<file path="src/rtl/mac_ctrl_pkg.sv">
// mac_ctrl_pkg
// Shared types and constants for the dot-product sequencer that drives the
// 5-stage mac pipeline.
//   state_e        : sequencer FSM states
//   MAC_DEPTH      : mac latency in cycles, from issue to acc_out valid
//   MAC_ACC_STAGE  : stage at which the mac samples acc_in
//   MAC_W / ACC_W  : operand and accumulator widths
//   wrap_add       : modulo-2^ACC_W addition helper
package mac_ctrl_pkg;

  typedef enum logic [1:0] {
    IDLE  = 2'd0,
    RUN   = 2'd1,
    DRAIN = 2'd2,
    DONE  = 2'd3
  } state_e;

  localparam int MAC_DEPTH     = 5;
  localparam int MAC_ACC_STAGE = 3;
  localparam int MAC_W         = 16;
  localparam int ACC_W         = 32;

  // Accumulator addition; the carry out is deliberately dropped.
  function automatic logic [ACC_W-1:0] wrap_add(input logic [ACC_W-1:0] a,
                                                input logic [ACC_W-1:0] b);
    return a + b;
  endfunction

endpackage

</file>
<file path="src/rtl/mac_tag_pipe.sv">
// mac_tag_pipe
// Shift register of {valid, lane} tags that mirrors the mac pipeline, so the
// sequencer knows which partial sum each in-flight product belongs to.
//   clk, rst    : clock, synchronous active-high reset (empties the pipe)
//   in_valid_i  : tag entering stage 1 is valid (pair issued this cycle)
//   in_lane_i   : lane of the issued pair
//   valid_o[i]  : valid bit of stage i+1
//   lane_o[i]   : lane bit of stage i+1
module mac_tag_pipe #(
  parameter int DEPTH = 5
) (
  input  logic             clk,
  input  logic             rst,
  input  logic             in_valid_i,
  input  logic             in_lane_i,
  output logic [DEPTH-1:0] valid_o,
  output logic [DEPTH-1:0] lane_o
);

  logic [DEPTH-1:0] valid_q;
  logic [DEPTH-1:0] lane_q;

  // Advance every cycle; bit 0 is stage 1.
  always_ff @(posedge clk) begin
    if (rst) begin
      valid_q <= '0;
      lane_q  <= '0;
    end else begin
      valid_q <= {valid_q[DEPTH-2:0], in_valid_i};
      lane_q  <= {lane_q[DEPTH-2:0], in_lane_i};
    end
  end

  assign valid_o = valid_q;
  assign lane_o  = lane_q;

endmodule

</file>
<file path="src/rtl/mac_dot_ctrl.sv">
// mac_dot_ctrl
// Sequences an unsigned 16x16 dot product through a single 5-stage mac.
// Elements alternate between two partial sums (lanes) so that same-lane
// issues are at least two cycles apart; the final result is p0+p1.
//   clk, rst              : clock, synchronous active-high reset (shared with mac)
//   start, len            : begin an operation of len elements (IDLE only)
//   elem_valid/elem_ready : operand-pair handshake, elem_a/elem_b operands
//   mac_a, mac_b          : operands to the mac (0 = bubble)
//   mac_acc_in            : accumulator input to the mac
//   mac_acc_out           : accumulator output from the mac
//   busy                  : operation in progress
//   done                  : one-cycle pulse, result valid in the same cycle
//   result                : dot product mod 2^32, held until the next done
module mac_dot_ctrl
  import mac_ctrl_pkg::*;
#(
  parameter int LEN_W = 8
) (
  input  logic             clk,
  input  logic             rst,
  input  logic             start,
  input  logic [LEN_W-1:0] len,
  input  logic             elem_valid,
  output logic             elem_ready,
  input  logic [MAC_W-1:0] elem_a,
  input  logic [MAC_W-1:0] elem_b,
  output logic [MAC_W-1:0] mac_a,
  output logic [MAC_W-1:0] mac_b,
  output logic [ACC_W-1:0] mac_acc_in,
  input  logic [ACC_W-1:0] mac_acc_out,
  output logic             busy,
  output logic             done,
  output logic [ACC_W-1:0] result
);

  state_e               state_q, state_d;
  logic [LEN_W-1:0]     cnt_q, cnt_d;
  logic [LEN_W-1:0]     len_q, len_d;
  logic [ACC_W-1:0]     result_q, result_d;
  logic [ACC_W-1:0]     partial_q [2];
  logic [ACC_W-1:0]     partial_d [2];

  logic                 accept_s;
  logic [MAC_DEPTH-1:0] tag_valid_s;
  logic [MAC_DEPTH-1:0] tag_lane_s;
  logic                 acc_lane_s;
  logic                 out_lane_s;
  logic                 tag_lane_unused;

  assign accept_s = (state_q == RUN) && elem_valid;

  mac_tag_pipe #(
    .DEPTH(MAC_DEPTH)
  ) u_tag_pipe (
    .clk        (clk),
    .rst        (rst),
    .in_valid_i (accept_s),
    .in_lane_i  (cnt_q[0]),
    .valid_o    (tag_valid_s),
    .lane_o     (tag_lane_s)
  );

  // Only the acc_in stage and the output stage lanes are consumed here.
  assign acc_lane_s      = tag_lane_s[MAC_ACC_STAGE-1];
  assign out_lane_s      = tag_lane_s[MAC_DEPTH-1];
  assign tag_lane_unused = ^tag_lane_s;

  // Issue: operands pass straight through on accept, otherwise a zero bubble.
  assign mac_a = accept_s ? elem_a : {MAC_W{1'b0}};
  assign mac_b = accept_s ? elem_b : {MAC_W{1'b0}};

  // Accumulator feed for the product sitting at the acc_in stage.
  always_comb begin
    mac_acc_in = '0;
    if (!tag_valid_s[MAC_ACC_STAGE-1]) begin
      mac_acc_in = '0;
    end else if (tag_valid_s[MAC_DEPTH-1] && (out_lane_s == acc_lane_s)) begin
      // Same lane issued two cycles earlier: its sum is on acc_out right now
      // and has not reached the partial register yet.
      mac_acc_in = mac_acc_out;
    end else begin
      mac_acc_in = partial_q[acc_lane_s];
    end
  end

  // Next-state, counter, partial capture and result logic.
  always_comb begin
    state_d      = state_q;
    cnt_d        = cnt_q;
    len_d        = len_q;
    result_d     = result_q;
    partial_d[0] = partial_q[0];
    partial_d[1] = partial_q[1];

    if (tag_valid_s[MAC_DEPTH-1]) begin
      partial_d[out_lane_s] = mac_acc_out;
    end else begin
      partial_d[out_lane_s] = partial_q[out_lane_s];
    end

    case (state_q)
      IDLE: begin
        if (start) begin
          len_d        = len;
          cnt_d        = '0;
          partial_d[0] = '0;
          partial_d[1] = '0;
          if (len == '0) begin
            result_d = '0;
            state_d  = DONE;
          end else begin
            state_d = RUN;
          end
        end else begin
          state_d = IDLE;
        end
      end
      RUN: begin
        if (accept_s) begin
          cnt_d = cnt_q + LEN_W'(1);
          if (cnt_q == (len_q - LEN_W'(1))) begin
            state_d = DRAIN;
          end else begin
            state_d = RUN;
          end
        end else begin
          state_d = RUN;
        end
      end
      DRAIN: begin
        // Partials are final once no product is left in flight.
        if (tag_valid_s == '0) begin
          result_d = wrap_add(partial_q[0], partial_q[1]);
          state_d  = DONE;
        end else begin
          state_d = DRAIN;
        end
      end
      DONE: begin
        state_d = IDLE;
      end
      default: begin
        state_d = IDLE;
      end
    endcase
  end

  // State and datapath registers.
  always_ff @(posedge clk) begin
    if (rst) begin
      state_q      <= IDLE;
      cnt_q        <= '0;
      len_q        <= '0;
      result_q     <= '0;
      partial_q[0] <= '0;
      partial_q[1] <= '0;
    end else begin
      state_q      <= state_d;
      cnt_q        <= cnt_d;
      len_q        <= len_d;
      result_q     <= result_d;
      partial_q[0] <= partial_d[0];
      partial_q[1] <= partial_d[1];
    end
  end

  assign busy       = (state_q != IDLE);
  assign done       = (state_q == DONE);
  assign elem_ready = (state_q == RUN);
  assign result     = result_q;

endmodule

</file>
<file path="config.mk">
export PLATFORM = sky130hd
export DESIGN_NAME = mac_dot_ctrl
export DESIGN_NICKNAME = d
export VERILOG_FILES = /design/src/rtl/mac_ctrl_pkg.sv /design/src/rtl/mac_tag_pipe.sv /design/src/rtl/mac_dot_ctrl.sv
export SDC_FILE = /design/constraint.sdc
export NUM_CORES = 1
export LEC_CHECK = 0
export ABC_CLOCK_PERIOD_IN_PS = 2700
export CAP_MARGIN = 20
export CORE_MARGIN = 1
export CORE_UTILIZATION = 45
export DETAILED_ROUTE_END_ITERATION = 8
export GPL_TIMING_DRIVEN = 0
export PLACE_DENSITY = 0.74
export SKIP_LAST_GASP = 1
export SYNTH_ARGS = -nofsm -noshare
export SYNTH_HDL_FRONTEND = slang
export SYNTH_SLANG_ARGS = --single-unit
</file>
<file path="constraint.sdc">
create_clock -name clk -period 2.7 [get_ports clk]
set_input_delay 0.54 -clock clk [delete_from_list [all_inputs] [get_ports clk]]
set_output_delay 0.54 -clock clk [all_outputs]
set_load 0.01 [all_outputs]
</file>
==> results of run 1 <==
[power by group]
group          total [W]  switching [W]  leakage (nW)  internal (W)
clock            0.00238       0.000862         0.301       0.00151
sequential       0.00186      0.0000157          1.00       0.00184
combinational   0.000358       0.000169          2.82      0.000188
total            0.00459        0.00105          4.12       0.00354
[worst min-delay path by stage]
| stage | start | end |
|---|---|---|
| finish | u_tag_pipe.lane_o[3]$_SDFF_PP0_ | u_tag_pipe.lane_o[4]$_SDFF_PP0_ |
| global route | u_tag_pipe.lane_o[3]$_SDFF_PP0_ | u_tag_pipe.lane_o[4]$_SDFF_PP0_ |
| CTS | u_tag_pipe.lane_o[3]$_SDFF_PP0_ | u_tag_pipe.lane_o[4]$_SDFF_PP0_ |
| detailed placement | u_tag_pipe.lane_o[3]$_SDFF_PP0_ | u_tag_pipe.lane_o[4]$_SDFF_PP0_ |
| global placement | u_tag_pipe.lane_o[3]$_SDFF_PP0_ | u_tag_pipe.lane_o[4]$_SDFF_PP0_ |
| floorplan | u_tag_pipe.lane_o[0]$_SDFF_PP0_ | u_tag_pipe.lane_o[1]$_SDFF_PP0_ |
[worst reg2reg max path: stages, from the launching register on]
cell and delay [ns]:
dfxtp_1 0.33, ha_1 0.25, fa_1 0.48, a21oi_2 0.19
o21ai_2 0.13, o21ai_0 0.17, nand2_1 0.13, a311oi_1 0.43
a21oi_1 0.15, xnor2_1 0.15, o21ai_0 0.08
[cells in the final DEF (no fill, tap or decap), types with 17 or more instances in the layout]
cell             count
a21oi_1            115
and3_1              36
clkbuf_1            30
clkbuf_16           17
clkdlybuf4s50_1    171
dfxtp_1            122
ha_1                33
mux2i_1             33
nand2_1            227
nor2_1              36
o211a_1             32
o21ai_0             35
xnor2_1             18
xor2_1              22
[kinds of logic (layout without fill, tap and decap cells)]
logic type	count (synthesis)	in the layout	synth area share, %
AO/OA/AOI/OAI	244	244	21.7
XOR/XNOR	41	41	5.00
adder cells (fa/ha/maj)	34	34	6.03
buffers and inverters	68	276	3.77
flip-flops	124	124	34.6
multiplexers	34	34	4.76
AND/OR/NAND/NOR	382	383	24.1
[per-stage QoR]
| stage | TNS (ns) | utilization, % |
|---|---|---|
| after CTS | -0.0359 | 64.4 |
| after floorplan | 0 | - |
| after global placement | -7.46 | 59.7 |
| final | 0 | 64.8 |
| after global routing | -0.226 | 64.8 |
| after detailed placement | -6.27 | 59.7 |
[repair_timing]
action	CTS	global route
resized for setup	37	21
buffers inserted	3	2
hold endpoints to repair	0	0
gates cloned	1	0
endpoints found under the setup margin	65	72
pin swaps	1	2
hold buffers	0	0
[routing by layer]
layer  routed length (µm)  up-vias  GRT usage (%)  share of wire [%]
li1                     -     3632              -                  -
met1                 9920     3489           34.6                 44
met2                10700      229           44.8                 48
met5                    0        -              0                  0
met3                 1170       40           6.22                5.2
met4                  495        0           8.79                2.2
[registers in the layout, summed over array words and instances, names as in the netlist]
name / flops
state_q: 2
u_tag_pipe.valid_o: 5
cnt_q: 8
u_tag_pipe.lane_o: 5
partial_q: 64
len_q: 8
result: 32
[cells in the mapped netlist (2+ instances only)]
| master | instances | area, µm² |
|---|---|---|
| or2_2 | 4 | 25.0 |
| o31ai_1 | 3 | 22.5 |
| nand4_1 | 8 | 50.1 |
| nor2b_1 | 11 | 68.8 |
| and3_1 | 36 | 225 |
| buf_2 | 3 | 15.0 |
| o21a_1 | 4 | 30.0 |
| a21oi_1 | 119 | 596 |
| a211oi_1 | 2 | 15.0 |
| o2111ai_1 | 2 | 17.5 |
| ha_1 | 33 | 413 |
| clkbuf_1 | 49 | 184 |
| nand2_1 | 228 | 856 |
| o21ai_1 | 4 | 20.0 |
| xor2_1 | 22 | 193 |
| a22oi_1 | 5 | 37.5 |
| o211ai_1 | 3 | 22.5 |
| nand3b_1 | 4 | 30.0 |
| nor4_1 | 3 | 18.8 |
| dfxtp_1 | 124 | 2480 |
| xnor2_1 | 19 | 166 |
| a31oi_1 | 4 | 25.0 |
| a21o_1 | 8 | 60.1 |
| nor2_1 | 36 | 135 |
| inv_1 | 10 | 37.5 |
| nor3_1 | 14 | 70.1 |
| o21bai_1 | 5 | 37.5 |
| o211a_1 | 32 | 320 |
| nand3_1 | 14 | 70.1 |
| and2_1 | 5 | 31.3 |
| or3_1 | 3 | 18.8 |
| o21ai_0 | 36 | 180 |
| nor3b_1 | 4 | 30.0 |
| buf_1 | 4 | 15.0 |
| mux2i_1 | 33 | 330 |
| a32oi_1 | 2 | 17.5 |
| nand2b_1 | 5 | 31.3 |
[layout make-up]
type / instances / area, µm²
Tap cell: 211 / 264
Buffer: 56 / 288
Inverter: 10 / 37.5
Clock inverter: 12 / 144
Fill cell: 1333 / 5410
Sequential cell: 124 / 2490
Multi-Input combinational cell: 736 / 4510
Clock buffer: 20 / 467
Timing Repair Buffer: 178 / 1770
==> key figures, run 1 <==
Floorplan
  • I/O pin cnt: approximately 180
  • Row count: 45
  • Initial core utilization: 46.7%
  • Die height: 128 µm
  • Die W: 128 µm
  • Core Box Area: 15400 µm²
  • Die ar.: 16500 µm²

Synth
  • Asr flop ratio synth: 0%
  • Post-synthesis cell type count: 63
  • Most used DFF post-synth: dfxtp_1
  • Synthesized area per cell: 7.74 µm²
  • Syn_nets: about 1000
  • Seq/Total Area, Yosys: 34.6%
  • Post-Synthesis Cells: 927
  • Post-synth EDFFs: 0
  • Synthesized cell area: 7180 µm²
  • Yosys warns: 0
  • Flops & latches, synth: 124

Power and ir drop
  • Peak supply drop: 0.430 mV
  • Leak pwr: roughly 4.1 nW
  • PD cells: approximately 460 nW/µm²
  • Power Total: 0.00459 W

Routing
  • 1st-iter DRT viols: 511
  • Total Wirelength: 22300 µm
  • WL/cell: 16.6 µm
  • Vias: 7390
  • Vias per cell: approximately 5.5
  • 1st-pass router iterations: 5
  • Post-route ant nets: 0
  • DR DRC count: 0

Place
  • Dpl ws: -0.306 ns
  • Placed inst area: approximately 9000 µm²
  • Hpwl dp: 16200 µm
  • DP Cell Count: 1311
  • Port bufs: about 170
  • Final GP Congestion: a little over 0.9

Setup path
  • Critical path arrival: 2.10 ns
  • Max incr delay on CP: 0.58 ns
  • R2r setup slk: 0.08 ns
  • CP cell instances: clkdlybuf4s50_1 > buf_2 > and3_1 > clkdlybuf4s50_1
  • CP max-delay cell: clkdlybuf4s50_1
  • R2R Path Start: partial_q[1][0]$_SDFF_PP0_
  • Worst path depth: 4
  • WP buf/inv: 3
  • Worst R2R End: result[28]$_SDFFE_PP0P_
  • CP most frequent cell: clkdlybuf4s50_1
  • Top Family by Delay on Critical Path: buffers and inverters
  • Req. time, crit path: 2.16 ns
  • Setup crit end: mac_b[11]
  • Crit path launch: elem_valid
  • Crit path kind: in2out
  • Worst-path maximum fanout: 10
  • R2R cell count: 10
  • Crit start category: input port
  • CP Capture Type: output pin

Status
  • Outcome: finished clean

Timing
  • Worst-margin pin slew: between 0.6 and 0.7 ns
  • Minimum clock period: around 2.6 ns
  • Clock Skews: 0.00879 ns
  • Final Hold Viols: 0
  • Slack of the critical path: 0.0557 ns
  • Final setup vio count: 0
  • Fmax achieved: 0.378 GHz
  • Final hold slack: 0.442 ns
  • Crit share post-route: 97.9%
  • Max-slew violation count: 0
  • Slew headroom: 58.5%

Clocking
  • CTS tree: built
  • TritonCTS Sinks: ~120
  • Root Buffer: clkbuf_16
  • H-tree depth: 4
  • Clock buffer depth: 2
  • Clock Pin Slew Worst Setup and Hold Paths: 0.05 ns
  • Clk Latency, worst-skew pair: roughly 0.43 ns
  • Total CTS buffers: 17

Finish
  • Nets: 1233
  • Layout cell share with drive strength beyond 1: under 10%
  • Cell area after layout: 9970 µm²
  • Synth-to-layout area growth: 38.8%
  • Post-Layout Cell Count: 1347
  • Antenna Cells: 0

Job
  • Max Cap Viol: 0

GRT
  • Total grt overflow: 0
  • First-pass GRT wire length: 34700 µm
  • Antenna violations before repair: 0
  • Largest net degree at the start of global routing: 17
  • Gr usage total: 27.0%
  • Vias in the first global route: approximately 6800

Min path
  • Hold Crit Depth: 1
  • Kind of path behind the tightest hold check: reg2reg
(Power assumes the default switching activity.)
==> inputs of run 2 (changes only) <==
--- a/config.mk
+++ b/config.mk
@@ -7,6 +7,7 @@
 export LEC_CHECK = 0
 export ABC_CLOCK_PERIOD_IN_PS = 2700
 export CAP_MARGIN = 20
+export CORE_ASPECT_RATIO = 1.75
 export CORE_MARGIN = 1
 export CORE_UTILIZATION = 45
 export DETAILED_ROUTE_END_ITERATION = 8
==> key figures, run 2 (synthesis results as in run 1) <==
Status
  • Outcome: finished clean

Place
  • Port bufs: 173
  • Final GP Congestion: 0.947
  • Hpwl dp: between 15000 and 20000 µm
  • Dpl ws: -0.323 ns
  • Placed inst area: 9140 µm²
  • DP Cell Count: ~1300

GRT
  • Gr usage total: 26.8%
  • Total grt overflow: 0
  • GR Util met2: between 40 and 50%
  • Met3 Usage GRT: 4.58%
  • GR peak layer: met2
  • Vias in the first global route: roughly 7100
  • First-pass GRT wire length: 35500 µm
  • Antenna violations before repair: 0
  • Grt met1 use: between 30 and 40%
  • Largest net degree at the start of global routing: 17

Timing
  • Clock Skews: 0.0129 ns
  • Minimum clock period: 2.63 ns
  • Fmax achieved: about 0.38 GHz
  • Slew headroom: 56.8%
  • Final setup vio count: 0
  • Crit share post-route: between 90% and 100%
  • Final Hold Viols: 0
  • Max-slew violation count: 0
  • Slack of the critical path: between 0.06 and 0.07 ns
  • Worst-margin pin slew: 0.648 ns

Power and ir drop
  • Power Total: 0.00453 W
  • PD cells: 456 nW/µm²
  • Peak supply drop: 0.363 mV
  • Leak pwr: 4.06 nW

Routing
  • Vias per cell: between 5 and 6
  • Vias: 7325
  • WL/cell: between 15 and 20 µm
  • Total Wirelength: 22500 µm
  • DR DRC count: 0
  • Post-route ant nets: 0
  • 1st-iter DRT viols: between 300 and 400
  • 1st-pass router iterations: 5

Min path
  • HP Start: u_tag_pipe.lane_o[3]$_SDFF_PP0_
  • Kind of path behind the tightest hold check: reg2reg

Clocking
  • Total CTS buffers: 17
  • CTS tree: built
  • Clk Latency, worst-skew pair: 0.42 ns
  • Root Buffer: clkbuf_16
  • TritonCTS Sinks: 124
  • Clock Pin Slew Worst Setup and Hold Paths: 0.05 ns
  • H-tree depth: 4
  • Clock buffer depth: 2

Finish
  • Commonest non-fill, non-tap cells in the layout: nand2_1, clkdlybuf4s50_1, dfxtp_1, a21oi_1
  • Nets: 1233
  • Fillers: about 1400
  • Largest Register: partial_q
  • Antenna Cells: 0
  • Post-Layout Cell Count: 1322
  • Max FFs per register: 64
  • Synth-to-layout area growth: 38.1%
  • Commonest non-fill, non-tap cell in the layout: nand2_1
  • Cell area after layout: 9910 µm²
  • Layout cell share with drive strength beyond 1: 7.92%

Setup path
  • Critical path arrival: about 2.1 ns
  • Crit start category: flip-flop
  • CP max-delay cell: clkdlybuf4s50_1
  • Req. time, crit path: ~2.2 ns
  • Crit path launch: u_tag_pipe.lane_o[2]$_SDFF_PP0_
  • R2R Path Start: partial_q[1][10]$_SDFF_PP0_
  • Worst-path maximum fanout: 10
  • Max incr delay on CP: 0.48 ns
  • CP cell instances: xnor2_4 > nand2_4 > clkbuf_2 > o211a_1 > clkdlybuf4s50_1
  • Crit path kind: reg2out
  • CP Capture Type: output pin

Floorplan
  • Core Box Area: between 15000 and 20000 µm²
  • Die ar.: 16500 µm²
  • Die height: 169 µm
  • I/O pin cnt: 175
  • Initial core utilization: 46.4%
  • Die W: slightly below 100 µm
  • Row count: 60

Job
  • Max Cap Viol: 0
==> run 2: cell count changes in the layout (fill, tap and decap cells not counted), moves of 2 or more <==
cell / change
ha_1: -2
clkbuf_8: -3
clkbuf_2: +2
clkbuf_1: +2
ha_2: +2
clkdlybuf4s50_1: +2
==> run 2: final cells by class <==
type / count / area, µm² / share of cell area [%]
clock buffer: 20 / 447 / 4.51
tap: 186 / 233 / 2.35
clock inverter: 12 / 146 / 1.48
multi-input combinational: 736 / 4510 / 45.5
buffer: 56 / 277 / 2.79
inverter: 10 / 40.0 / 0.404
sequential: 124 / 2490 / 25.1
timing repair buffer: 178 / 1770 / 17.8
==> run 2: final timing paths <==
kind / end / slack [ns] / cells past startpoint
worst min-delay path: u_tag_pipe.lane_o[4]$_SDFF_PP0_ / 0.45 / 1
worst min register to register: u_tag_pipe.lane_o[4]$_SDFF_PP0_ / 0.45 / 1
worst max register to register: result[25]$_SDFFE_PP0P_ / 0.14 / 9
worst max-delay path: mac_acc_in[14] / 0.07 / 5
==> run 2: critical path: cells and delay by family (launching register included) <==
kind,cells,cell delay [ns]
buf+inv,2,0.72
flops,1,0.39
xor+xnor,1,0.19
simple gates,1,0.13
compound gates,1,0.26
==> run 2: layer usage <==
metal  vias to the layer above  part of all wire (%)  routed length (µm)
met5                         -                     0                   0
met4                         0                   3.1                 692
met3                        47                   4.2                 935
met2                       218                    52               11700
met1                      3423                    41                9140
li1                       3637                     -                   -
==> run 2: repair_timing <==
action,4_1_cts,5_1_grt
resized for setup,37,20
setup endpoints to repair,69,70
cloned,1,0
pin swaps,1,5
hold buffers,0,0
hold endpoints to repair,0,0
buffers inserted,1,4
==> run 2: where the power goes <==
part / internal, W / switching [W] / leakage (nW)
Combinational: 0.000189 / 0.000169 / 2.77
Sequential: 0.00184 / 0.0000158 / 1.00
Clock: 0.00147 / 0.000842 / 0.286
Total: 0.00350 / 0.00103 / 4.06
==> run 2: metrics by stage <==
step                      utilization (%)  setup TNS (ns)  hold WS (ns)
final                                64.1               0         0.445
after floorplan                         -               0         0.414
after detailed placement             59.1           -8.77         0.426
after global placement               59.1          -10.08         0.422
after global routing                 64.1        -0.00163         0.457
after CTS                            63.6         -0.0126         0.445
